[src/rtl/division_if.sv]
// Divider handshake bundle: the start pulse with its operands going in, and the
// result, remainder, ready pulse and exception flag coming back out.
interface division_if #(
  parameter int WIDTH = 32
);
  logic             ctrl_div;
  logic [WIDTH-1:0] dividend;
  logic [WIDTH-1:0] divisor;
  logic [WIDTH-1:0] out;
  logic [WIDTH-1:0] out_remainder;
  logic             data_resultRDY;
  logic             data_exception;

  // Requester side (execute stage): issues operations, consumes results.
  modport master (
    output ctrl_div, dividend, divisor,
    input  out, out_remainder, data_resultRDY, data_exception
  );

  // Divider side.
  modport slave (
    input  ctrl_div, dividend, divisor,
    output out, out_remainder, data_resultRDY, data_exception
  );
endinterface

[src/rtl/division.sv]
// Multicycle signed integer divider. Operand magnitudes go through a
// restoring shift-subtract loop, one quotient bit per clock, and the signs are
// applied when the result is registered. Quotient truncates toward zero and the
// remainder takes the sign of the dividend. A new ctrl_div pulse always
// restarts the unit, silently dropping any operation still in flight.
module division #(
  parameter int WIDTH = 32
) (
  input  logic     clk,
  input  logic     reset,
  division_if.slave bus
);

  localparam int CNT_W = $clog2(WIDTH + 1);

  localparam logic [1:0] IDLE = 2'd0;
  localparam logic [1:0] RUN  = 2'd1;
  localparam logic [1:0] DONE = 2'd2;

  localparam logic [WIDTH-1:0] MIN_VAL = {1'b1, {(WIDTH-1){1'b0}}};
  localparam logic [WIDTH-1:0] ALL_ONE = {WIDTH{1'b1}};
  localparam logic [CNT_W-1:0] LAST_CNT = CNT_W'(WIDTH);

  logic [1:0]       state_q, state_d;
  logic [WIDTH-1:0] quo_q, quo_d;          // dividend magnitude shifting into quotient
  logic [WIDTH-1:0] rem_q, rem_d;          // partial remainder, always < divisor
  logic [WIDTH-1:0] dvs_q, dvs_d;          // divisor magnitude
  logic [CNT_W-1:0] cnt_q, cnt_d;
  logic             sign_quo_q, sign_quo_d;
  logic             sign_rem_q, sign_rem_d;
  logic             exc_pend_q, exc_pend_d; // load saw an illegal operand pair
  logic [WIDTH-1:0] out_q, out_d;
  logic [WIDTH-1:0] out_rem_q, out_rem_d;
  logic             rdy_q, rdy_d;
  logic             exc_q, exc_d;

  // Magnitudes are taken as unsigned WIDTH-bit values, so the most negative
  // number maps onto 2^(WIDTH-1) without overflowing.
  logic [WIDTH-1:0] dvd_mag;
  logic [WIDTH-1:0] dvs_mag;
  logic             load_exc;
  logic [WIDTH:0]   shift_rem;   // one extra bit: shifted value can reach 2*divisor-1
  logic [WIDTH:0]   trial;

  assign dvd_mag  = bus.dividend[WIDTH-1] ? (~bus.dividend + 1'b1) : bus.dividend;
  assign dvs_mag  = bus.divisor[WIDTH-1]  ? (~bus.divisor  + 1'b1) : bus.divisor;
  assign load_exc = (bus.divisor == '0) ||
                    ((bus.dividend == MIN_VAL) && (bus.divisor == ALL_ONE));

  assign shift_rem = {rem_q, quo_q[WIDTH-1]};
  assign trial     = shift_rem - {1'b0, dvs_q};

  // Next-state logic: load beats everything, otherwise step the FSM.
  always_comb begin
    state_d    = state_q;
    quo_d      = quo_q;
    rem_d      = rem_q;
    dvs_d      = dvs_q;
    cnt_d      = cnt_q;
    sign_quo_d = sign_quo_q;
    sign_rem_d = sign_rem_q;
    exc_pend_d = exc_pend_q;
    out_d      = out_q;
    out_rem_d  = out_rem_q;
    rdy_d      = 1'b0;
    exc_d      = exc_q;

    if (bus.ctrl_div) begin
      state_d    = RUN;
      quo_d      = dvd_mag;
      rem_d      = '0;
      dvs_d      = dvs_mag;
      cnt_d      = '0;
      sign_quo_d = bus.dividend[WIDTH-1] ^ bus.divisor[WIDTH-1];
      sign_rem_d = bus.dividend[WIDTH-1];
      exc_pend_d = load_exc;
      exc_d      = 1'b0;
    end else begin
      case (state_q)
        RUN: begin
          if (exc_pend_q) begin
            // Illegal operands: report on the very next edge, no iterations.
            out_d      = '0;
            out_rem_d  = '0;
            exc_d      = 1'b1;
            rdy_d      = 1'b1;
            exc_pend_d = 1'b0;
            state_d    = DONE;
          end else if (cnt_q != LAST_CNT) begin
            // Restoring step: keep the subtraction only if it did not go negative.
            if (!trial[WIDTH]) begin
              rem_d = trial[WIDTH-1:0];
              quo_d = {quo_q[WIDTH-2:0], 1'b1};
            end else begin
              rem_d = shift_rem[WIDTH-1:0];
              quo_d = {quo_q[WIDTH-2:0], 1'b0};
            end
            cnt_d = cnt_q + 1'b1;
          end else begin
            out_d     = sign_quo_q ? (~quo_q + 1'b1) : quo_q;
            out_rem_d = sign_rem_q ? (~rem_q + 1'b1) : rem_q;
            rdy_d     = 1'b1;
            state_d   = DONE;
          end
        end
        DONE: begin
          state_d = IDLE;
        end
        default: begin
          state_d = IDLE;
        end
      endcase
    end
  end

  // State registers with synchronous reset taking priority over a start pulse.
  always_ff @(posedge clk) begin
    if (reset) begin
      state_q    <= IDLE;
      quo_q      <= '0;
      rem_q      <= '0;
      dvs_q      <= '0;
      cnt_q      <= '0;
      sign_quo_q <= 1'b0;
      sign_rem_q <= 1'b0;
      exc_pend_q <= 1'b0;
      out_q      <= '0;
      out_rem_q  <= '0;
      rdy_q      <= 1'b0;
      exc_q      <= 1'b0;
    end else begin
      state_q    <= state_d;
      quo_q      <= quo_d;
      rem_q      <= rem_d;
      dvs_q      <= dvs_d;
      cnt_q      <= cnt_d;
      sign_quo_q <= sign_quo_d;
      sign_rem_q <= sign_rem_d;
      exc_pend_q <= exc_pend_d;
      out_q      <= out_d;
      out_rem_q  <= out_rem_d;
      rdy_q      <= rdy_d;
      exc_q      <= exc_d;
    end
  end

  assign bus.out            = out_q;
  assign bus.out_remainder  = out_rem_q;
  assign bus.data_resultRDY = rdy_q;
  assign bus.data_exception = exc_q;

endmodule

[src/flat_wrapper.sv]
// flat-port wrapper written by rule: the top's interface ports become plain ports
module division_flat 
#(
  parameter int WIDTH = 32
)
  (clk, reset, bus_ctrl_div, bus_dividend, bus_divisor, bus_out, bus_out_remainder, bus_data_resultRDY, bus_data_exception);
  division_if #(.WIDTH(WIDTH)) bus_i ();
  input  logic clk;
  input  logic reset;
  input wire logic [$bits(bus_i.ctrl_div)-1:0] bus_ctrl_div;
  input wire logic [$bits(bus_i.dividend)-1:0] bus_dividend;
  input wire logic [$bits(bus_i.divisor)-1:0] bus_divisor;
  output wire logic [$bits(bus_i.out)-1:0] bus_out;
  output wire logic [$bits(bus_i.out_remainder)-1:0] bus_out_remainder;
  output wire logic [$bits(bus_i.data_resultRDY)-1:0] bus_data_resultRDY;
  output wire logic [$bits(bus_i.data_exception)-1:0] bus_data_exception;
  assign bus_i.ctrl_div = bus_ctrl_div;
  assign bus_i.dividend = bus_dividend;
  assign bus_i.divisor = bus_divisor;
  assign bus_out = bus_i.out;
  assign bus_out_remainder = bus_i.out_remainder;
  assign bus_data_resultRDY = bus_i.data_resultRDY;
  assign bus_data_exception = bus_i.data_exception;
  division #(.WIDTH(WIDTH)) u_core (.clk(clk), .reset(reset), .bus(bus_i));
endmodule
[config.mk]
export PLATFORM = sky130hd
export DESIGN_NAME = division_flat
export DESIGN_NICKNAME = d
export VERILOG_FILES = /design/src/rtl/division_if.sv /design/src/rtl/division.sv /design/src/flat_wrapper.sv
export SDC_FILE = /design/constraint.sdc
export NUM_CORES = 1
export LEC_CHECK = 0
export ABC_AREA = 1
export CORE_MARGIN = 2
export CORE_UTILIZATION = 53
export DETAILED_ROUTE_END_ITERATION = 16
export PLACE_DENSITY = 0.81
export SLEW_MARGIN = 20
export SYNTH_ARGS = -nofsm -noshare
export SYNTH_HDL_FRONTEND = slang
export SYNTH_SLANG_ARGS = --single-unit
export TNS_END_PERCENT = 100
[constraint.sdc]
create_clock -name clk -period 2.2 [get_ports clk]
set_clock_uncertainty 0.15 [all_clocks]
set_input_delay 0.33 -clock clk [delete_from_list [all_inputs] [get_ports clk]]
set_output_delay 0.33 -clock clk [all_outputs]
set_load 0.01 [all_outputs]
Word level (Yosys, flattened, before mapping)

Index checks and enable logic that the tools add are counted.

Word-level logic and storage cells: 67
Bits in registers: 173
Output and inout port bits: 66
Input port bits: 67

Reductions and logical operators: 11
Equal/unequal tests: 7
$add $sub $neg: 6
Bitwise gates (word level): 8
Multiplexer cells: 22

Operators by type and width:

| cell                  | number |
|---|---|
| $mux 32               | 13 |
| $add 32x1->32 const B | 4 |
| $not 32->32           | 4 |
| $eq 32x32->1 const B  | 2 |
| $sub 33x32->33        | 1 |
| $logic_not 32->1      | 1 |
| $reduce_and 3->1      | 3 |
| $mux 1                | 7 |
| $add 6x1->6 const B   | 1 |
| $ne 6x6->1 const B    | 1 |
| $mux 2                | 2 |
| $ne 4x3->1 const B    | 1 |
| $reduce_bool 2->1     | 2 |
| $not 1->1             | 3 |
| $reduce_or 3->1       | 1 |
| $eq 2x1->1 const B    | 1 |
| $ne 2x1->1 const B    | 1 |
| $ne 2x2->1 const B    | 1 |
| $reduce_and 2->1      | 1 |
| $reduce_or 2->1       | 1 |
| $logic_and 1x1->1     | 1 |
| $logic_or 1x1->1      | 1 |
| $xor 1x1->1           | 1 |

Longest topological paths before layout

Word-level depth: 6
Depth in mapped cells: 19
Gate-level depth less buffers: 18

Worst setup path after synthesis

No wires, ideal clock.

Path kind: register -> register
Start point: register u_core.quo_q[31]
End point: register u_core.rem_q[1]
Cell stages (with the launch flop): 19
Path slack: -0.145 ns
Library setup time: 0.113 ns
Clock period less this slack: 2.345 ns
Data required time: 1.937 ns
Path buffers: 1
Data arrival time: 2.082 ns
Cells stage by stage: dfxtp_1 > inv_1 > ha_1 > fa_1 > inv_1 > nand2_1 > nand2_1 > nand3_1 > nand2_2 > nand2_2 > nand2_4 > nand2_4 > nand2_4 > nand2_4 > nand2_8 > buf_12 > nor2_1 > o21ai_1 > inv_1

Cells in the longest elaborated chain, start to end: 2

RTL lines:

| item                     | line            | text |
|---|---|---|
| start: declaration       | division.sv:25  | `logic [WIDTH-1:0] quo_q, quo_d;` |
| start signal: assignment | division.sv:133 | `quo_q <= quo_d;` |
| $sub 33x32->33           | division.sv:51  | `assign trial = shift_rem - {1'b0, dvs_q};` |
| $mux 32                  | division.sv:91  | `if (!trial[WIDTH]) begin` |
| end signal: assignment   | division.sv:134 | `rem_q <= rem_d;` |
| end: declaration         | division.sv:26  | `logic [WIDTH-1:0] rem_q, rem_d;` |

Every way passes these cells.
A chain may end at the register's enable or synchronous reset.

Final worst setup path

Start point: register u_core.quo_q[31]
End point: register u_core.rem_q[23]

The elaborated chain is that of the path after synthesis.

==> qor.txt <==
CTS Buffer Depth -> 2
Effective utilization at floorplan -> 0.542
CP startpoint -> u_core.quo_q[31]
Area grow syn2layout -> 40.5%
PD cells -> 530 mW/mm2
Post-layout util -> 0.762
Worst Path Required -> 2420 ps
ANT nets after route -> 0
Placed Area -> 0.0169 mm2
CP Data Arrival Time -> 2700 ps
Peak Freq -> 404 MHz
Antenna violations before repair -> 0
Post-synth EDFFs -> 0
Vias per Instance -> 5.54
Layout cell share with drive strength beyond 1 -> 0.245
H-tree Lvls -> 4
R2r setup slk -> -270 ps
Design area -> 0.0186 mm2
CTS tree -> done
Largest net degree at the start of global routing -> 97
Register bit total from synthesis -> 173
Final worst-path setup slack -> -275 ps
NumNets Final -> 2698
Min-delay worst type -> input port to flop
Leakage power -> 8.71 nW
Root Driver -> clkbuf_16
RSZ-0062 raised after global routing -> true
Synth Area per Inst -> 6.03 um2
Initial DRC count -> 1894
Port Buffers -> 132
Cell at the slowest stage of the critical path -> dfxtp_2
Worst setup EP type -> flop
Worst Path Max Fanout -> 5
Num Clock Sinks -> 173
First-pass GRT wire length -> 73.5 mm
Core Box Area -> 0.0244 mm2
Max rail drop VDD -> 0.000461 V
Clock Pin Slew Worst Setup and Hold Paths -> 80 ps
Max cap viols -> 0
Final worst-path cycle share -> 1.12
DRT Wirelength -> 49.9 mm
Synth Flop Type -> dfxtp_1
Dpl hpwl -> 35.7 mm
Mapped cell area -> 0.0132 mm2
DR pass1 iterations -> 7
Setup crit end -> u_core.rem_q[23]
Cell variety after synth -> 58
Gr usage total -> 0.351
Violations in the final reports -> setup timing
Number of warnings issued by yosys -> 0
Place WS -> -263 ps
Final hold violation count -> 0
Max-slew violation count -> 0
Reg-to-Reg End -> u_core.rem_q[23]
ANT cells -> 0
Status -> complete, but fails checks
Seq/Total Area, Yosys -> 0.262
Overflow after GRT -> 0
Top cell by count, worst path -> nand2_2
Cells after synthesis -> 2193
Die ar. -> 0.0262 mm2
Critical path startpoint category -> flop
Site Rows -> 57
Die Y -> 162 um
Critical path class -> flop to flop
Synthesized net count -> 2300
Worst-margin pin slew -> 505 ps
Clk Latency, worst-skew pair -> 450 ps
Remaining DRCs -> 0
IO Pins -> 133
WL per Instance -> 17.1 um
Worst Reg2Reg Path Length in Cells -> 17
Die W -> 162 um
Tmin final -> 2470 ps
Asr flop ratio synth -> 0
Vias -> 16200
Reg-to-reg startpoint -> u_core.quo_q[31]
CP peak stage delay -> 340 ps
CTS buffer count -> 17
Vias in the first global route -> 14400
Worst path cell trace -> inv_2, ha_4, fa_2, inv_2, nand2_2, nand2_2, nand3_2, nand2_2, nand2_2, nand2_4, nand2_4, buf_6, nand3_4, nand2_4, nand2_2, nand3_2, a21oi_2
Gp weighted congestion -> 0.986
Max transition margin -> 0.663
Final setup vio count -> 34
## report_power, final
group	internal (mW)	total [mW]	switching, mW
registers	3.25	3.38	0.127
logic	1.41	3.42	2.01
clock network	1.51	3.05	1.54
total	6.17	9.85	3.67
## metal layers
metal  global-route usage  routed length, um
met1                0.490              20700
met4                0.135               2250
met3               0.0465               5080
met2                0.553              22000
met5                    0                  0
## layout make-up
class | instances | area, um2
Tap cell | 324 | 405
Multi-Input combinational cell | 1605 | 8840
Inverter | 344 | 1310
Clock inverter | 14 | 151
Fill cell | 1853 | 5810
Sequential cell | 173 | 3490
Timing Repair Buffer | 450 | 3960
Clock buffer | 17 | 425
## sequential cells by signal (all words and copies together) (netlist names)
signal	cells
u_core.bus.out	32
u_core.quo_q	32
u_core.bus.data_resultRDY	1
u_core.bus.out_remainder	32
u_core.sign_quo_q	1
u_core.state_q	2
u_core.sign_rem_q	1
u_core.bus.data_exception	1
u_core.cnt_q	6
u_core.dvs_q	32
u_core.exc_pend_q	1
u_core.rem_q	32
## worst max-delay path, delay by kind of cell, from the launching register on
family | cells | cell delay, ps
and+or+nand+nor | 11 | 980
adders and majority gates | 2 | 480
DFF | 1 | 340
buffers and inverters | 3 | 260
AOI/OAI and AO/OA | 1 | 170
## Yosys cell counts (all sizes together) (2+ instances only)
cell,instances,area share
a21boi,2,0.0011
a21o,4,0.0023
a21oi,175,0.070
a31oi,6,0.0033
and2,4,0.0019
and3,3,0.0014
buf,33,0.017
clkbuf,42,0.012
clkinv,2,0.00057
dfxtp,173,0.26
ha,39,0.037
inv,342,0.097
nand2,702,0.21
nand3,194,0.079
nand3b,11,0.0062
nand4,34,0.016
nor2,173,0.053
nor3,36,0.018
nor4,11,0.0052
o211ai,20,0.016
o21a,2,0.0011
o21ai,103,0.040
o221ai,2,0.0013
o22ai,13,0.0061
o31ai,2,0.0011
o32ai,3,0.0020
or2,12,0.0057
xnor2,5,0.0033
xor2,38,0.025
## through the flow
| step | hold WS [ps] | power (mW) | setup TNS, ps | cells |
|---|---|---|---|---|
| after detailed placement | 301 | 6.42 | -11410 | 2869 |
| after floorplan | 276 | 5.14 | -5.42 | 2193 |
| after global routing | 124 | 10.2 | -10200 | 2927 |
| final | 112 | 9.85 | -6610 | 2927 |
| after global placement | 297 | 6.35 | -7840 | 2869 |
| after CTS | 95.2 | 9.52 | -3040 | 2909 |
## cell usage in the layout, fill, tap and decap left out, types with 16 or more instances in the layout
cell               n
nand3_1          172
a21oi_1          157
o21ai_1           16
xor2_1            35
o21ai_0           83
dfxtp_1          151
nor3_1            23
ha_4              29
a21oi_2           17
nand2_4           18
dfxtp_2           22
clkbuf_16         22
nand2_1          627
nand4_1           34
nand3_2           19
inv_2             39
inv_1            296
nand2_2           59
clkdlybuf4s50_1  131
buf_4            297
nor2_2            20
nor2_1           148
## kinds of logic (layout without fill, tap and decap cells)
family          count (synthesis)  in the layout  synth area share
compound gates                337            337             0.147
fa+ha+maj                      40             40            0.0384
simple gates                 1181           1185             0.397
xor+xnor                       43             43            0.0285
buf+inv                       419            825             0.127
flops                         173            173             0.262
## timing repair
action	4_1_cts	5_1_grt
pin swaps	7	21
endpoints found under the setup margin	34	82
hold endpoints to repair	0	0
cloned	3	6
setup buffers	6	12
hold buffers	0	0
gates resized for setup	64	121
## worst min path at each step
stage	end	slack, ps	cells past startpoint	from
after floorplan	u_core.dvs_q[29]	280	2	u_core.dvs_q[29]
after global placement	u_core.dvs_q[29]	300	2	u_core.dvs_q[29]
after detailed placement	u_core.dvs_q[29]	300	2	u_core.dvs_q[29]
after CTS	u_core.dvs_q[28]	100	4	reset
after global routing	u_core.dvs_q[28]	120	4	reset
final	u_core.dvs_q[28]	110	4	reset
(Power assumes the default switching activity.)
